--- src/rtl/id_if.sv ---
// id_if: bundle between the ID stage and its neighbours (IF instruction
// stream and BR read port, EX/WB write-back and flag update, decoded
// operands to EX, branch feedback to IF).
interface id_if;
  logic [31:0] instr_in;
  logic [2:0]  br_addr;
  logic [31:0] br_value;
  logic        wb_en;
  logic [2:0]  wb_addr;
  logic [31:0] wb_data;
  logic        write_enable;
  logic [2:0]  write_addr;
  logic [31:0] write_value;
  logic        flags_we;
  logic [3:0]  flags_in;
  logic        b_cond;
  logic [15:0] b_relAddr;
  logic        ex_valid;
  logic [6:0]  ex_opcode;
  logic [2:0]  ex_rd;
  logic [31:0] ex_op_a;
  logic [31:0] ex_op_b;

  modport slave (
    input  instr_in, br_addr, wb_en, wb_addr, wb_data, flags_we, flags_in,
    output br_value, write_enable, write_addr, write_value,
           b_cond, b_relAddr, ex_valid, ex_opcode, ex_rd, ex_op_a, ex_op_b
  );

  modport master (
    output instr_in, br_addr, wb_en, wb_addr, wb_data, flags_we, flags_in,
    input  br_value, write_enable, write_addr, write_value,
           b_cond, b_relAddr, ex_valid, ex_opcode, ex_rd, ex_op_a, ex_op_b
  );
endinterface

--- src/rtl/id_stage.sv ---
// id_stage: instruction decode with 8x32 register file, NZCV flags,
// conditional branch evaluation and wrong-path squash.
// Optional macro ID_FLAG_FWD_EN: conditional branches see flags_in in the
// same cycle as a flag update instead of the (one cycle stale) flags register.
//
// state     | meaning
// ST_RUN    | normal decode
// ST_SQUASH | discarding wrong-path instructions after a taken Bcond
module id_stage #(
  parameter int          SQUASH_SLOTS = 2,
  parameter logic [31:0] NOP_WORD     = 32'hC8000000
) (
  input logic clk,
  input logic rst_n,
  id_if.slave bus
);
  localparam logic [6:0] OP_B  = 7'b1100000;
  localparam logic [6:0] OP_BC = 7'b1100001;
  localparam logic [6:0] OP_BR = 7'b1100010;

  typedef enum logic {ST_RUN, ST_SQUASH} state_t;

  state_t      r_state, w_state_nxt;
  logic [1:0]  r_cnt, w_cnt_nxt;
  logic [31:0] r_rf [8];
  logic [3:0]  r_flags;

  logic        r_b_cond;
  logic [15:0] r_b_rel;
  logic        r_ex_valid;
  logic [6:0]  r_ex_opcode;
  logic [2:0]  r_ex_rd;
  logic [31:0] r_ex_op_a, r_ex_op_b;

  logic [31:0] w_instr;
  logic [6:0]  w_opcode;
  logic [2:0]  w_rs1, w_rs2;
  logic [15:0] w_imm;
  logic [31:0] w_op_a, w_op_b;
  logic [3:0]  w_flags;
  logic        w_cond_true, w_taken, w_valid;

  // While squashing, the incoming word is replaced by a NOP so nothing downstream fires.
  assign w_instr  = (r_state == ST_SQUASH) ? NOP_WORD : bus.instr_in;
  assign w_opcode = w_instr[31:25];
  assign w_rs1    = w_instr[21:19];
  assign w_rs2    = w_instr[18:16];
  assign w_imm    = w_instr[15:0];

  assign w_op_a = (bus.wb_en && bus.wb_addr == w_rs1) ? bus.wb_data : r_rf[w_rs1];
  assign w_op_b = w_opcode[0] ? {{16{w_imm[15]}}, w_imm}
                : (bus.wb_en && bus.wb_addr == w_rs2) ? bus.wb_data : r_rf[w_rs2];

`ifdef ID_FLAG_FWD_EN
  assign w_flags = bus.flags_we ? bus.flags_in : r_flags;
`else
  assign w_flags = r_flags;
`endif

  // Condition code evaluation on {N,Z,C,V}.
  always_comb begin
    w_cond_true = 1'b0;
    case (w_instr[24:21])
      4'd0: w_cond_true =  w_flags[2];
      4'd1: w_cond_true = !w_flags[2];
      4'd2: w_cond_true =  w_flags[1];
      4'd3: w_cond_true = !w_flags[1];
      4'd4: w_cond_true =  w_flags[3];
      4'd5: w_cond_true = !w_flags[3];
      4'd6: w_cond_true =  w_flags[0];
      4'd7: w_cond_true = !w_flags[0];
      4'd8: w_cond_true = 1'b1;
      default: w_cond_true = 1'b0;
    endcase
  end

  assign w_taken = (w_opcode == OP_BC) && w_cond_true;
  assign w_valid = (w_instr != NOP_WORD) && (w_opcode != OP_B) &&
                   (w_opcode != OP_BR) && (w_opcode != OP_BC);

  // Next-state and squash counter.
  always_comb begin
    w_state_nxt = r_state;
    w_cnt_nxt   = r_cnt;
    case (r_state)
      ST_RUN: begin
        if (w_taken) begin
          w_state_nxt = ST_SQUASH;
          w_cnt_nxt   = 2'(SQUASH_SLOTS);
        end
      end
      ST_SQUASH: begin
        w_cnt_nxt = r_cnt - 2'd1;
        if (r_cnt == 2'd1) w_state_nxt = ST_RUN;
      end
      default: w_state_nxt = ST_RUN;
    endcase
  end

  // State register.
  always_ff @(posedge clk or negedge rst_n) begin
    if (!rst_n) begin
      r_state <= ST_RUN;
      r_cnt   <= 2'd0;
    end else begin
      r_state <= w_state_nxt;
      r_cnt   <= w_cnt_nxt;
    end
  end

  // Register file and flags; writes continue regardless of squash.
  always_ff @(posedge clk or negedge rst_n) begin
    if (!rst_n) begin
      for (int i = 0; i < 8; i++) r_rf[i] <= 32'd0;
      r_flags <= 4'd0;
    end else begin
      if (bus.wb_en)    r_rf[bus.wb_addr] <= bus.wb_data;
      if (bus.flags_we) r_flags <= bus.flags_in;
    end
  end

  // Decode outputs to EX and branch pulse to IF.
  always_ff @(posedge clk or negedge rst_n) begin
    if (!rst_n) begin
      r_b_cond    <= 1'b0;
      r_b_rel     <= 16'd0;
      r_ex_valid  <= 1'b0;
      r_ex_opcode <= NOP_WORD[31:25];
      r_ex_rd     <= 3'd0;
      r_ex_op_a   <= 32'd0;
      r_ex_op_b   <= 32'd0;
    end else begin
      r_b_cond    <= w_taken;
      r_b_rel     <= w_taken ? w_imm : 16'd0;
      r_ex_valid  <= w_valid;
      r_ex_opcode <= w_opcode;
      r_ex_rd     <= w_instr[24:22];
      r_ex_op_a   <= w_op_a;
      r_ex_op_b   <= w_op_b;
    end
  end

  assign bus.br_value     = r_rf[bus.br_addr];
  assign bus.write_enable = bus.wb_en;
  assign bus.write_addr   = bus.wb_addr;
  assign bus.write_value  = bus.wb_data;
  assign bus.b_cond       = r_b_cond;
  assign bus.b_relAddr    = r_b_rel;
  assign bus.ex_valid     = r_ex_valid;
  assign bus.ex_opcode    = r_ex_opcode;
  assign bus.ex_rd        = r_ex_rd;
  assign bus.ex_op_a      = r_ex_op_a;
  assign bus.ex_op_b      = r_ex_op_b;
endmodule

--- src/flat_wrapper.sv ---
// flat-port wrapper written by rule: the top's interface ports become plain ports
module id_stage_flat 
#(
  parameter int          SQUASH_SLOTS = 2,
  parameter logic [31:0] NOP_WORD     = 32'hC8000000
)
  (clk, rst_n, bus_instr_in, bus_br_addr, bus_wb_en, bus_wb_addr, bus_wb_data, bus_flags_we, bus_flags_in, bus_br_value, bus_write_enable, bus_write_addr, bus_write_value, bus_b_cond, bus_b_relAddr, bus_ex_valid, bus_ex_opcode, bus_ex_rd, bus_ex_op_a, bus_ex_op_b);
  id_if bus_i ();
  input logic clk;
  input logic rst_n;
  input wire logic [$bits(bus_i.instr_in)-1:0] bus_instr_in;
  input wire logic [$bits(bus_i.br_addr)-1:0] bus_br_addr;
  input wire logic [$bits(bus_i.wb_en)-1:0] bus_wb_en;
  input wire logic [$bits(bus_i.wb_addr)-1:0] bus_wb_addr;
  input wire logic [$bits(bus_i.wb_data)-1:0] bus_wb_data;
  input wire logic [$bits(bus_i.flags_we)-1:0] bus_flags_we;
  input wire logic [$bits(bus_i.flags_in)-1:0] bus_flags_in;
  output wire logic [$bits(bus_i.br_value)-1:0] bus_br_value;
  output wire logic [$bits(bus_i.write_enable)-1:0] bus_write_enable;
  output wire logic [$bits(bus_i.write_addr)-1:0] bus_write_addr;
  output wire logic [$bits(bus_i.write_value)-1:0] bus_write_value;
  output wire logic [$bits(bus_i.b_cond)-1:0] bus_b_cond;
  output wire logic [$bits(bus_i.b_relAddr)-1:0] bus_b_relAddr;
  output wire logic [$bits(bus_i.ex_valid)-1:0] bus_ex_valid;
  output wire logic [$bits(bus_i.ex_opcode)-1:0] bus_ex_opcode;
  output wire logic [$bits(bus_i.ex_rd)-1:0] bus_ex_rd;
  output wire logic [$bits(bus_i.ex_op_a)-1:0] bus_ex_op_a;
  output wire logic [$bits(bus_i.ex_op_b)-1:0] bus_ex_op_b;
  assign bus_i.instr_in = bus_instr_in;
  assign bus_i.br_addr = bus_br_addr;
  assign bus_i.wb_en = bus_wb_en;
  assign bus_i.wb_addr = bus_wb_addr;
  assign bus_i.wb_data = bus_wb_data;
  assign bus_i.flags_we = bus_flags_we;
  assign bus_i.flags_in = bus_flags_in;
  assign bus_br_value = bus_i.br_value;
  assign bus_write_enable = bus_i.write_enable;
  assign bus_write_addr = bus_i.write_addr;
  assign bus_write_value = bus_i.write_value;
  assign bus_b_cond = bus_i.b_cond;
  assign bus_b_relAddr = bus_i.b_relAddr;
  assign bus_ex_valid = bus_i.ex_valid;
  assign bus_ex_opcode = bus_i.ex_opcode;
  assign bus_ex_rd = bus_i.ex_rd;
  assign bus_ex_op_a = bus_i.ex_op_a;
  assign bus_ex_op_b = bus_i.ex_op_b;
  id_stage #(.SQUASH_SLOTS(SQUASH_SLOTS), .NOP_WORD(NOP_WORD)) u_core (.clk(clk), .rst_n(rst_n), .bus(bus_i));
endmodule
--- config.mk ---
export PLATFORM = sky130hd
export DESIGN_NAME = id_stage_flat
export DESIGN_NICKNAME = d
export VERILOG_FILES = /design/src/rtl/id_if.sv /design/src/rtl/id_stage.sv /design/src/flat_wrapper.sv
export SDC_FILE = /design/constraint.sdc
export NUM_CORES = 1
export LEC_CHECK = 0
export BUFFER_PORTS_ARGS = -buffer_cell sky130_fd_sc_hd__buf_2
export CAP_MARGIN = 20
export CORE_UTILIZATION = 59
export CTS_CLUSTER_DIAMETER = 50
export DETAILED_ROUTE_END_ITERATION = 7
export HOLD_SLACK_MARGIN = 0.08
export PLACE_DENSITY = 0.83
export SLEW_MARGIN = 40
export SYNTH_ARGS = -nofsm -noshare
export SYNTH_HDL_FRONTEND = slang
export SYNTH_SLANG_ARGS = --single-unit
--- constraint.sdc ---
create_clock -name clk -period 2.4 [get_ports clk]
set_input_delay 0.24 -clock clk [delete_from_list [all_inputs] [get_ports clk]]
set_output_delay 0.24 -clock clk [all_outputs]
set_load 0.005 [all_outputs]
# --- After elaboration in Yosys (flattened, before gate mapping) ---
# Cells that the tools add are included.
totals:
  reg_bits: 355
  in_bits: 78
  output_inout_bits: 160
  elab_cells: 81
classes:
  add_sub_neg: 1
  order_cmp: 5
  eq_ne: 17
  muxes: 23
  bitwise_logic: 5
  reduce_logical: 12
op_table:
  columns: ["op", "count"]
  rows:
  - ["2-to-1 mux 32 bit", 11]
  - ["binary-select mux 32 bit (select 3 bit)", 3]
  - ["bitwise mux 256 bit", 1]
  - ["demux 32 bit (select 3 bit)", 1]
  - ["inequality test 32 bit (second input constant)", 1]
  - ["inequality test 7 bit (second input constant)", 3]
  - ["== test 4 x 3 -> 1 bit (second input constant)", 4]
  - [">= comparator 4 bit (second input constant)", 4]
  - ["2-to-1 mux 16 bit", 1]
  - ["NOT 3 -> 4 bit", 4]
  - ["case mux 1 bit (9 select lines)", 1]
  - ["== test 4 x 2 -> 1 bit (second input constant)", 2]
  - ["== test 7 bit (second input constant)", 1]
  - ["logical AND 1 bit", 7]
  - ["== test 3 bit", 2]
  - ["== test 4 x 1 -> 1 bit (second input constant)", 1]
  - ["== test 4 bit (second input constant)", 1]
  - ["zero test 1 bit", 4]
  - ["zero test 4 bit", 1]
  - ["< comparator 4 x 1 -> 1 bit (second input constant)", 1]
  - ["case mux 2 bit (2 select lines)", 1]
  - ["== test 2 x 1 -> 1 bit (second input constant)", 1]
  - ["2-to-1 mux 1 bit", 2]
  - ["2-to-1 mux 2 bit", 1]
  - ["4 further kinds", 4]

# --- Longest topological paths before layout ---
# Gate-level depths: netlist of the first run.
logic_depth:
  depth_word: 7
  ltp_mapped: 9
  depth_no_buf: 5

# --- Worst setup path after synthesis of the first run ---
# No wires, ideal clock.
synth_path:
  path_type: "input port to output port"
  from: "input bus_br_addr[0]"
  to: "output bus_br_value[0]"
  t_arrival_ns: 1.543
  required_time_ns: 2.160
  setup_slack_ns: 0.617
  stages: 4
  n_path_buf: 2
  cell_sequence: "buf_2 > buf_2 > mux4_2 > mux2_2"
synth_via:
  elab_chain_cells: 4
synth_lines:
  columns: ["item", "line_no", "text"]
  rows:
  - ["start: declaration", "flat_wrapper.sv:12", "input wire logic [$bits(bus_i.br_addr)-1:0] bus_br_addr;"]
  - ["NOT 3 -> 4 bit (implied by the code)", "id_stage.sv:143", "assign bus.br_value = r_rf[bus.br_addr];"]
  - ["binary-select mux 32 bit (select 3 bit)", "id_stage.sv:143", null]
  - ["2-to-1 mux 32 bit (implied by the code) (2 in series)", "id_stage.sv:143", null]
  - ["end: declaration", "flat_wrapper.sv:18", "output wire logic [$bits(bus_i.br_value)-1:0] bus_br_value;"]
# No other way between the ends. The select of a mux whose other input is x is not followed.

# --- Worst setup path after layout of the first run ---
layout_path:
  from: "register u_core.r_state"
  to: "register u_core.r_ex_op_b[16] (netlist: u_core.bus.ex_op_b[16])"
layout_via:
  elab_chain_cells: 7
  word_cells_on_any_way: 9
  classes_between: "1 x eq/ne; 6 x mux; 1 x bitwise; 1 x reduce/logical"
layout_lines:
  columns: ["item", "line_no", "text"]
  rows:
  - ["start: declaration", "id_stage.sv:23", "state_t r_state, w_state_nxt;"]
  - ["start signal: assignment", "id_stage.sv:106", "r_state <= w_state_nxt;"]
  - ["2-to-1 mux 32 bit *", "id_stage.sv:44", "assign w_instr = (r_state == ST_SQUASH) ? NOP_WORD : bus.instr_in;"]
  - ["NOT 3 -> 4 bit (implied by the code)", "id_stage.sv:52", ": (bus.wb_en && bus.wb_addr == w_rs2) ? bus.wb_data : r_rf[w_rs2];"]
  - ["binary-select mux 32 bit (select 3 bit)", "id_stage.sv:52", null]
  - ["2-to-1 mux 32 bit (implied by the code) (2 in series)", "id_stage.sv:52", null]
  - ["2-to-1 mux 32 bit", "id_stage.sv:52", null]
  - ["2-to-1 mux 32 bit *", "id_stage.sv:51", "assign w_op_b = w_opcode[0] ? {{16{w_imm[15]}}, w_imm}"]
  - ["net u_core.w_op_b[16]", "id_stage.sv:39", "logic [31:0] w_op_a, w_op_b;"]
  - ["end signal: assignment", "id_stage.sv:139", "r_ex_op_b <= w_op_b;"]
  - ["end: declaration", "id_stage.sv:33", "logic [31:0] r_ex_op_a, r_ex_op_b;"]
# The timed path passes the listed nets; every way through them passes the cells marked *. The select of a mux whose other input is x is not followed.
# A chain may end at the register's enable or synchronous reset.

==> qor.yml, run 1 <==
synth_fp_nets: 1717
drtPass1Iterations: 6
path_class: "reg2reg"
setup_viol: 0
critPathTopFamily: "compound AO/OA/AOI/OAI gates"
slew_headroom: 0.385
io_buffers: 237
dpl_cell_area_sq_um: 21500
cts_resized: 0
crit_start: "u_core.r_state"
antenna_left: 0
synth_edf_count: 0
fin_area_sq_um: 23400
final.setup_skew_ns: 0.0225
finalWirelength_um: 62200
cts_tree: "built"
cts_buffers: 41
synthCells: 1638
final_max_slew_viol_count: 0
fillCellCount: 2239
pin_count: 238
async_reset_ff_frac: 1.00
grt_pass1_wl_um: 95100
power.internal_mw: 13.3
ys.warnings.count: 0
fp.dieArea_sq_um: 34400
p_seq_frac: 0.439
htreeDepth: 2
synthTopCellsByArea: "dfrtp_1 (44%), mux2_2 (16%), mux2i_1 (8.0%), mux4_2 (7.4%), a21oi_1 (2.0%)"
vias: 16300
core_area_sq_um: 32900
syn_area_sq_um: 19900
fmax_mhz: 454
grt_max_degree: 64
totalPowerFinal_mw: 19.0
critPathBufInv: 0
globalRouteTotalUtil: 0.367
drive_gt1_frac: 0.406
maxCapViolCount: 0
syn2layout_area_growth_pct: 18.0
required_ns: 2.86
grt-ovfl-total: 0
synth_flop_cell: "dfrtp_1"
ir_drop_mv: 0.697
final_net_count: 1930
power.switching_mw: 5.71
drc: 0
ctsLongestPathBuffers: 3
avgSynthCellArea_sq_um: 12.1
hpwl_um: 37900
powerDensity_nw_per_um2: 810
max_stage_delay_ns: 0.63
cts.sinks: 355
r2r-start: "u_core.r_state"
cts_setup_buffers: 0
vias_per_cell: 7.02
final_core_util: 0.713
setup_tns_ns: 0
hold_violations: 0
die_x_um: 186
clk_latency_ns: 0.55
min_from: "bus_wb_data[18]"
grt_antenna_before_repair: 1
hold_path.class: "in2reg"
drt_iter0_drc: 1955
place_congestion: 0.887
path_clk_slew_ns: 0.06
die_y_um: 186
fin_crit_ns: 2.20
arrival_ns: 2.67
grt_pass1_vias: 16800
synth_cell_types: 65
rows: 66
cts_root_buf: "clkbuf_16"
post-synth-top-area-cell: "dfrtp_1"
rsz0062_at_grt: "no"
ys_ff_latch: 355
outcome: "completed"
clockPowerShare: 0.327
worst_pin_slew_ns: 0.915
end_kind: "flop"
slowest_stage: "dfrtp_2"
start_util: 0.604
crit_path_start_kind: "flop"
yosysSeqAreaShare: 0.447
n_antenna_cell: 0
synth_top_area_share: 0.443
p_leak_nw: 10.3
crit_fanout: 19
layout_worst_path_cycle_share: 0.918
p_comb_frac: 0.234
detail_route.wl_per_cell_um: 26.8
swShare: 0.301
hold_buffers: 62
crit_chain: "and3b_1 > a2bb2oi_2 > o2111a_1 > nor2_4 > a221o_1"
## area by class of cell
| type | instances | area (sq um) | area share |
|---|---|---|---|
| clock buffers | 51 | 1080 | 0.0462 |
| clock inverters | 21 | 238 | 0.0101 |
| inverters | 9 | 33.8 | 0.00144 |
| multi-input cells | 1061 | 9900 | 0.422 |
| flip-flops and latches | 355 | 8890 | 0.379 |
| well taps | 442 | 553 | 0.0236 |
| repair buffers | 383 | 2750 | 0.117 |
## final timing paths
| kind | endpoint | slack [ns] | cells after the start |
|---|---|---|---|
| min in group asynchronous | u_core.r_rf[35] | 0.25 | 2 |
| setup reg to reg | u_core.bus.ex_op_b[16] | 0.20 | 5 |
| hold reg to reg | u_core.r_cnt[1] | 0.54 | 1 |
| max in group asynchronous | u_core.r_rf[176] | 1.25 | 4 |
| hold / removal | u_core.bus.ex_op_a[18] | 0.08 | 3 |
| setup / recovery | u_core.bus.ex_op_b[16] | 0.20 | 5 |
## metal layers
layer | GRT usage | share of wire
met1 | 0.456 | 0.36
met2 | 0.588 | 0.47
met3 | 0.0749 | 0.11
met4 | 0.233 | 0.063
met5 | 0 | 0
## state kept, by name, summed over array words and instances, names as in the netlist
signal / flops
u_core.r_cnt: 2
u_core.bus.ex_opcode: 7
u_core.bus.b_relAddr: 16
u_core.bus.ex_valid: 1
u_core.bus.ex_rd: 3
u_core.r_flags: 4
u_core.bus.ex_op_a: 32
u_core.bus.b_cond: 1
u_core.bus.ex_op_b: 32
u_core.r_state: 1
u_core.r_rf: 256
## metrics by stage
step | instances | worst slack (ns) | hold WS [ns]
after global routing | 2322 | 0.144 | 0.0902
after detailed placement | 2188 | 0.256 | 0.230
final | 2322 | 0.196 | 0.0816
after CTS | 2322 | 0.242 | 0.0816
after floorplan | 1638 | 0.617 | -0.0556
after global placement | 2188 | 0.324 | 0.227
## cell usage after synthesis (3+ instances only)
| cell | instances |
|---|---|
| nand3_1 | 16 |
| a211o_1 | 16 |
| nand3b_1 | 3 |
| buf_6 | 3 |
| o221ai_1 | 16 |
| and2_1 | 17 |
| or2_2 | 3 |
| a21oi_1 | 80 |
| buf_2 | 61 |
| nand4_1 | 4 |
| mux2_1 | 5 |
| o211ai_1 | 30 |
| dfrtp_1 | 352 |
| o22ai_1 | 18 |
| mux4_2 | 65 |
| clkbuf_1 | 65 |
| nand2_1 | 56 |
| nor3_1 | 6 |
| o21ai_1 | 12 |
| nor4_1 | 4 |
| buf_1 | 9 |
| a221o_1 | 16 |
| a221oi_1 | 31 |
| dfstp_2 | 3 |
| clkbuf_2 | 25 |
| mux2i_1 | 158 |
| nor2b_1 | 7 |
| inv_1 | 7 |
| nor2_1 | 25 |
| nand2b_1 | 12 |
| buf_4 | 50 |
| o21ai_0 | 77 |
| a2bb2oi_1 | 30 |
| a211oi_1 | 32 |
| mux2_2 | 285 |
## layout by cell type, fill, tap and decap left out, types with 5 or more instances in the layout
cell type / synthesis / final
a211o_1: 16 / 16
a211oi_1: 32 / 32
a21oi_1: 80 / 80
a221o_1: 16 / 16
a221oi_1: 31 / 31
a2bb2oi_1: 30 / 30
and2_1: 17 / 18
buf_12: 0 / 23
buf_2: 61 / 232
buf_4: 50 / 64
clkbuf_1: 65 / 8
clkbuf_16: 0 / 41
clkinv_2: 0 / 7
dfrtp_1: 352 / 351
dlygate4sd3_1: 0 / 62
inv_1: 7 / 7
mux2_1: 5 / 5
mux2_2: 285 / 285
mux2i_1: 158 / 158
mux4_2: 65 / 65
nand2_1: 56 / 56
nand2b_1: 12 / 11
nand3_1: 16 / 16
nor2_1: 25 / 23
nor2b_1: 7 / 6
nor3_1: 6 / 5
o211ai_1: 30 / 30
o21ai_0: 77 / 77
o21ai_1: 12 / 12
o221ai_1: 16 / 16
o22ai_1: 18 / 18
## worst reg2reg max path, stage by stage, from the launching register on
cell       delay (ns)
dfrtp_2          0.63
and3b_1          0.25
a2bb2oi_2        0.18
o2111a_1         0.35
nor2_4           0.47
a221o_1          0.26
## power by group through the flow
| stage | combinational, mW | sequential [mW] | clock, mW |
|---|---|---|---|
| after floorplan | 3.00 | 7.97 | 0 |
| after global placement | 4.09 | 8.24 | 0 |
| after detailed placement | 4.26 | 8.34 | 0 |
| after CTS | 4.39 | 8.25 | 6.24 |
| after global routing | 4.77 | 8.44 | 6.51 |
| final | 4.44 | 8.34 | 6.22 |
## logic make-up after synthesis
group                      after synthesis  synth area share
xor gates and xnor gates                 3           0.00227
adders and majority gates                1          0.000630
buffers and inverters                  222            0.0579
and+or+nand+nor                        170            0.0445
AOI/OAI and AO/OA                      374             0.130
DFF                                    355             0.447
muxes                                  513             0.318
(Power assumes the default switching activity.)
==> run 2, diff against run 1 <==
--- a/config.mk
+++ b/config.mk
@@ -7,11 +7,11 @@
 export LEC_CHECK = 0
 export BUFFER_PORTS_ARGS = -buffer_cell sky130_fd_sc_hd__buf_2
 export CAP_MARGIN = 20
-export CORE_UTILIZATION = 59
+export CORE_UTILIZATION = 60
 export CTS_CLUSTER_DIAMETER = 50
 export DETAILED_ROUTE_END_ITERATION = 7
 export HOLD_SLACK_MARGIN = 0.08
-export PLACE_DENSITY = 0.83
+export PLACE_DENSITY = 0.84
 export SLEW_MARGIN = 40
 export SYNTH_ARGS = -nofsm -noshare
 export SYNTH_HDL_FRONTEND = slang
==> constraint.sdc (replaced) <==
create_clock -name clk -period 2.7 [get_ports clk]
set_input_delay 0.27 -clock clk [delete_from_list [all_inputs] [get_ports clk]]
set_output_delay 0.27 -clock clk [all_outputs]
set_load 0.005 [all_outputs]
==> qor.yml, run 2 (synthesized netlist as in run 1, its figures left out) <==
hold_violations: 0  # unchanged
whs_endpoint: "u_core.bus.ex_op_a[30]"  # was u_core.bus.ex_op_a[18]
cts_setup_buffers: 0  # unchanged
drtPass1Iterations: 6  # unchanged
start_util: 0.611  # was 0.604
drive_gt1_frac: 0.411  # was 0.406
core_area_sq_um: 32500  # was 32900 sq um
fp.dieArea_sq_um: 33800  # was 34400 sq um
multi_input_area_sq_um: 9900  # about the same
fmax_mhz: 438  # was 454 MHz
clk_latency_ns: 0.55  # about the same
detail_route.wl_per_cell_um: 26.4  # was 26.8 um
finalWirelength_um: 61000  # was 62200 um
cts_resized: 0  # unchanged
fin_area_sq_um: 23400  # about the same
worst_pin_slew_ns: 0.914  # was 0.915 ns
arrival_ns: 2.72  # was 2.67 ns
syn2layout_area_growth_pct: 17.7  # was 18.0%
met3_usage: 0.0733  # was 0.0749
rsz0062_at_grt: "no"  # unchanged
final_max_slew_viol_count: 0  # unchanged
final_cell_mix: "dfrtp_1 (351), mux2_2 (285), buf_2 (232)"  # unchanged
rrSetupSlack_ns: 0.42  # was 0.20 ns
fillCellCount: 2185  # was 2239
io_buffers: 237  # unchanged
outcome: "completed"  # unchanged
slew_headroom: 0.389  # was 0.385
crit_path_start_kind: "flop"  # unchanged
layout_worst_path_cycle_share: 0.846  # was 0.918
grt-ovfl-total: 0  # unchanged
ctsLongestPathBuffers: 3  # unchanged
drc: 0  # unchanged
p_leak_nw: 10.3  # about the same
rows: 66  # unchanged
holdPathStages: 3  # unchanged
drt_iter0_drc: 1780  # was 1955
place_congestion: 0.911  # was 0.887
grt_util_met1: 0.447  # was 0.456
reg2reg_depth: 7  # was 5
cts_root_buf: "clkbuf_16"  # unchanged
regMostFlops: "u_core.r_rf"  # unchanged
hpwl_um: 37200  # was 37900 um
vias: 15900  # was 16300
gr-usage-met2: 0.587  # was 0.588
min_from: "bus_wb_data[30]"  # was bus_wb_data[18]
htreeDepth: 2  # unchanged
required_ns: 3.14  # was 2.86 ns
setup_tns_ns: 0  # unchanged
grt_max_degree: 75  # was 64
ff_latch_area_sq_um: 8890  # unchanged
antenna_left: 0  # unchanged
globalRouteTotalUtil: 0.361  # was 0.367
pin_count: 238  # unchanged
path_class: "reg2reg"  # unchanged
vias_per_cell: 6.91  # was 7.02
hold_path.class: "in2reg"  # unchanged
die_x_um: 184  # was 186 um
final_net_count: 1909  # was 1930
cts_tree: "built"  # unchanged
grt_pass1_wl_um: 92600  # was 95100 um
maxCapViolCount: 0  # unchanged
ir_drop_mv: 0.707  # was 0.697 mV
r2r-end: "u_core.bus.ex_op_b[0]"  # was u_core.bus.ex_op_b[16]
die_y_um: 184  # was 186 um
r2r-start: "u_core.r_state"  # unchanged
crit_fanout: 26  # was 19
grt_antenna_before_repair: 1  # unchanged
setup_viol: 0  # unchanged
end_kind: "flop"  # unchanged
powerDensity_nw_per_um2: 745  # was 810 nW/um^2
path_clk_slew_ns: 0.06  # about the same
final.setup_skew_ns: 0.0198  # was 0.0225 ns
top_usage_layer: "met2"  # unchanged
cts_buffers: 42  # was 41
grt_pass1_vias: 16100  # was 16800
cts.sinks: 355  # unchanged
fin_crit_ns: 2.28  # was 2.20 ns
dpl_cell_area_sq_um: 21400  # was 21500 sq um
largest_reg_flops: 256  # unchanged
final_common_cell: "dfrtp_1"  # unchanged
-- run 2: worst max-delay path by stage --
stage                         from               endpoint  slack, ns  depth (start not counted)
finish              u_core.r_state  u_core.bus.ex_op_b[0]       0.42                          7
global route        u_core.r_state        u_core.r_cnt[0]       0.42                          7
CTS                 bus_br_addr[0]       bus_br_value[25]       0.52                          5
detailed placement  bus_br_addr[0]       bus_br_value[25]       0.52                          5
global placement    bus_br_addr[0]       bus_br_value[23]       0.55                          5
floorplan           bus_br_addr[0]        bus_br_value[0]       0.86                          4
-- run 2: layout make-up --
cell class / count / share of cell area
Clock inverter: 23 / 0.0142
Multi-Input combinational cell: 1061 / 0.423
Sequential cell: 355 / 0.380
Inverter: 9 / 0.00144
Tap cell: 442 / 0.0237
Timing Repair Buffer: 361 / 0.107
Antenna cell: 1 / 0.000107
Clock buffer: 53 / 0.0506
-- run 2: repair_timing --
| item | CTS | global route |
|---|---|---|
| hold buffers | 50 | 0 |
| endpoints found under the hold margin | 122 | 0 |
| endpoints found under the setup margin | 0 | 0 |
-- run 2: critical path, cell delays in order, from the launching register on --
cell       delay, ns
dfrtp_2         0.54
buf_12          0.23
and3b_1         0.20
a2bb2oi_2       0.18
o2111ai_4       0.26
buf_4           0.33
nand3_1         0.19
a21oi_1         0.24
-- run 2: metal layers --
metal	part of all wire	vias to the layer above	wire, um
met2	0.48	1223	29000
met5	0	-	0
met3	0.10	294	6160
met4	0.059	0	3590
li1	-	6562	-
met1	0.36	7849	22200
-- run 2: per-stage QoR --
step | std cells | hold slack, ns | setup slack (ns) | power [mW] | util
final | 2305 | 0.0927 | 0.416 | 17.4 | 0.719
after global routing | 2305 | 0.103 | 0.417 | 18.1 | 0.719
after CTS | 2304 | 0.0813 | 0.521 | 17.3 | 0.719
after detailed placement | 2178 | 0.311 | 0.522 | 11.2 | 0.657
after global placement | 2178 | 0.298 | 0.546 | 10.9 | 0.657
after floorplan | 1638 | -0.0256 | 0.857 | 9.75 | -
-- run 2: report_power, final --
part | total, mW | internal (mW) | switching (mW) | leakage (nW)
clock network | 6.13 | 3.79 | 2.33 | 0.738
registers | 7.39 | 6.35 | 1.04 | 4.27
logic | 3.91 | 2.18 | 1.73 | 5.27
==> run 3, diff against run 2 <==
--- a/config.mk
+++ b/config.mk
@@ -5,13 +5,14 @@
 export SDC_FILE = /design/constraint.sdc
 export NUM_CORES = 1
 export LEC_CHECK = 0
+export ABC_AREA = 1
 export BUFFER_PORTS_ARGS = -buffer_cell sky130_fd_sc_hd__buf_2
 export CAP_MARGIN = 20
-export CORE_UTILIZATION = 60
+export CORE_UTILIZATION = 59
 export CTS_CLUSTER_DIAMETER = 50
 export DETAILED_ROUTE_END_ITERATION = 7
 export HOLD_SLACK_MARGIN = 0.08
-export PLACE_DENSITY = 0.84
+export PLACE_DENSITY = 0.83
 export SLEW_MARGIN = 40
 export SYNTH_ARGS = -nofsm -noshare
 export SYNTH_HDL_FRONTEND = slang
==> constraint.sdc (replaced) <==
create_clock -name clk -period 2.4 [get_ports clk]
set_input_delay 0.24 -clock clk [delete_from_list [all_inputs] [get_ports clk]]
set_output_delay 0.24 -clock clk [all_outputs]
set_load 0.005 [all_outputs]
==> qor.yml, run 3 <==
outcome: "finished, violations left"  # was completed
violations: "DRC"
synth_edf_count: 0  # unchanged
dpl_cell_area_sq_um: 21200  # was 21400 sq um
worst_pin_slew_ns: 0.894  # was 0.914 ns
die_x_um: 186  # was 184 um
synthCells: 2686  # was 1638
gr-usage-met2: 0.605  # was 0.587
syn_area_sq_um: 19900  # about the same
final_common_cell: "o21ai_0"  # was dfrtp_1
setup_viol: 0  # unchanged
io_buffers: 237  # unchanged
final_max_slew_viol_count: 0  # unchanged
fin_ws_ns: 0.217  # was 0.416 ns
post-synth-top-area-cell: "dfrtp_1"  # unchanged
drtPass1Iterations: 8  # was 6
grt_antenna_before_repair: 0  # was 1
ys_top_cells_by_count: "o21ai_0 (598), nand2_1 (408), dfrtp_1 (352)"  # was dfrtp_1 (352), mux2_2 (285), mux2i_1 (158)
synth.most_common_cell: "o21ai_0"  # was dfrtp_1
hold_ws_ns: 0.108  # was 0.0927 ns
drive_gt1_frac: 0.148  # was 0.411
async_reset_ff_frac: 1.00  # unchanged
ir_drop_mv: 0.617  # was 0.707 mV
hold_violations: 0  # unchanged
drc: 10  # was 0
vias_per_cell: 6.34  # was 6.91
cts_tree: "built"  # unchanged
path_class: "reg2reg"  # unchanged
htreeDepth: 2  # unchanged
antenna_left: 0  # unchanged
drt_iter0_drc: 2969  # was 1780
syn2layout_area_growth_pct: 16.2  # was 17.7%
cts_buffers: 40  # was 42
grt_util_met1: 0.471  # was 0.447
final_cell_mix: "o21ai_0 (598), nand2_1 (402), dfrtp_1 (352)"  # was dfrtp_1 (351), mux2_2 (285), buf_2 (232)
path_clk_slew_ns: 0.06  # about the same
ys_ff_latch: 355  # unchanged
finalWirelength_um: 65600  # was 61000 um
detail_route.wl_per_cell_um: 19.9  # was 26.4 um
pin_count: 238  # unchanged
ys.warnings.count: 0  # unchanged
clk_latency_ns: 0.54  # was 0.55 ns
largest_reg_flops: 256  # unchanged
setup_tns_ns: 0  # unchanged
place_congestion: 0.906  # was 0.911
fmax_mhz: 458  # was 438 MHz
final.setup_skew_ns: 0.0171  # was 0.0198 ns
die_y_um: 186  # was 184 um
grt_pass1_wl_um: 102000  # was 92600 um
grt-ovfl-total: 0  # unchanged
grt_max_degree: 97  # was 75
layout_worst_path_cycle_share: 0.910  # was 0.846
avgSynthCellArea_sq_um: 7.40  # was 12.1 sq um
synth_fp_nets: 2765  # was 1717
core_area_sq_um: 32900  # was 32500 sq um
maxCapViolCount: 0  # unchanged
ctsLongestPathBuffers: 3  # unchanged
synthTopCellsByArea: "dfrtp_1 (44%), o21ai_0 (15%), nand2_1 (7.7%), a21oi_1 (7.7%), nor2_1 (3.9%)"  # was dfrtp_1 (44%), mux2_2 (16%), mux2i_1 (8.0%), mux4_2 (7.4%), a21oi_1 (2.0%)
powerDensity_nw_per_um2: 798  # was 745 nW/um^2
cts_setup_buffers: 0  # unchanged
n_antenna_cell: 0  # was 1
end_kind: "flop"  # unchanged
fin_area_sq_um: 23100  # was 23400 sq um
rrSetupSlack_ns: 0.22  # was 0.42 ns
hpwl_um: 39200  # was 37200 um
top_usage_layer: "met2"  # unchanged
cts_root_buf: "clkbuf_16"  # unchanged
synth_cell_types: 34  # was 65
slew_headroom: 0.404  # was 0.389
met3_usage: 0.0845  # was 0.0733
synth_flop_cell: "dfrtp_1"  # unchanged
crit_path_start_kind: "flop"  # unchanged
rsz0062_at_grt: "no"  # unchanged
vias: 20900  # was 15900
regMostFlops: "u_core.r_rf"  # unchanged
hold_path.class: "in2reg"  # unchanged
synth_top_area_share: 0.443  # about the same
fin_crit_ns: 2.18  # was 2.28 ns
crit_fanout: 68  # was 26
fp.dieArea_sq_um: 34400  # was 33800 sq um
final_net_count: 2902  # was 1909
pre_cts_slack_ns: 0.324  # was 0.522 ns
start_util: 0.605  # was 0.611
grt_pass1_vias: 20000  # was 16100
globalRouteTotalUtil: 0.378  # was 0.361
required_ns: 2.85  # was 3.14 ns
yosysSeqAreaShare: 0.447  # about the same
arrival_ns: 2.63  # was 2.72 ns
rows: 66  # unchanged
cts.sinks: 355  # unchanged
p_leak_nw: 10.9  # was 10.3 nW
[run 3: changes by cell type after synthesis, moves of 32 or more]
cell,previous run,this run
mux2i_1,158,1
mux4_2,65,0
nand3_1,16,106
o21ai_0,77,598
a31oi_1,1,33
o21ai_1,12,86
a211oi_1,32,0
nor2_1,25,206
inv_1,7,201
mux2_2,285,1
nand2_1,56,408
o211ai_1,30,64
clkbuf_1,65,115
a21oi_1,80,305
[run 3: layer usage]
metal,wire length [um],share of wire
met5,0,0
met4,3350,0.051
met3,8200,0.12
met2,29900,0.46
met1,24200,0.37
[run 3: repair_timing]
| action | 4_1_cts | 5_1_grt |
|---|---|---|
| gates resized for setup | 0 | 1 |
| endpoints found under the hold margin | 96 | 0 |
| hold buffers | 38 | 0 |
| setup endpoints to repair | 0 | 1 |
[run 3: metrics by stage]
stage | std cells | power, mW | utilization
floorplan | 2686 | 10.1 | -
global placement | 3185 | 11.3 | 0.646
detailed placement | 3185 | 11.4 | 0.646
CTS | 3295 | 18.3 | 0.703
global route | 3295 | 19.3 | 0.703
finish | 3295 | 18.4 | 0.703
[run 3: area by class of cell]
type,instances,area (sq um)
Tap cell,442,553
Multi-Input combinational cell,1873,9030
Inverter,208,793
Sequential cell,355,8890
Timing Repair Buffer,345,2360
Clock buffer,50,1110
Clock inverter,22,367
Fill cell,2683,9760
[run 3: logic make-up (layout without fill, tap and decap cells)]
group                      Yosys count  in the layout  synth area share
DFF                                355            355             0.447
xor gates and xnor gates             1              1          0.000441
and+or+nand+nor                    749            749             0.153
muxes                                2              2           0.00107
adders and majority gates            1              1          0.000629
AOI/OAI and AO/OA                 1120           1120             0.296
buffers and inverters              458            625             0.101
[run 3: path summary, 6_finish.rpt]
path                             startpoint               endpoint  cells after the start
max                          u_core.r_state  u_core.bus.ex_op_b[3]                      7
min in group asynchronous             rst_n        u_core.r_rf[41]                      2
max in group asynchronous             rst_n        u_core.r_rf[50]                      4
min                         bus_wb_data[31]        u_core.r_rf[31]                      3
min reg2reg                u_core.r_rf[161]       u_core.r_rf[161]                      2
max reg2reg                  u_core.r_state  u_core.bus.ex_op_b[3]                      7
[run 3: critical path, cell delays in order, from the launching register on]
cell	delay, ns
dfrtp_1	0.44
inv_8	0.08
nand2_4	0.09
buf_4	0.66
o211ai_1	0.19
nand3_1	0.15
nand3_1	0.19
a21oi_1	0.21
[run 3: where the power goes]
part           internal, mW  leakage, nW  switching (mW)
sequential             6.98         4.38           0.789
combinational          1.43         5.79            2.37
clock                  4.27        0.714            2.59
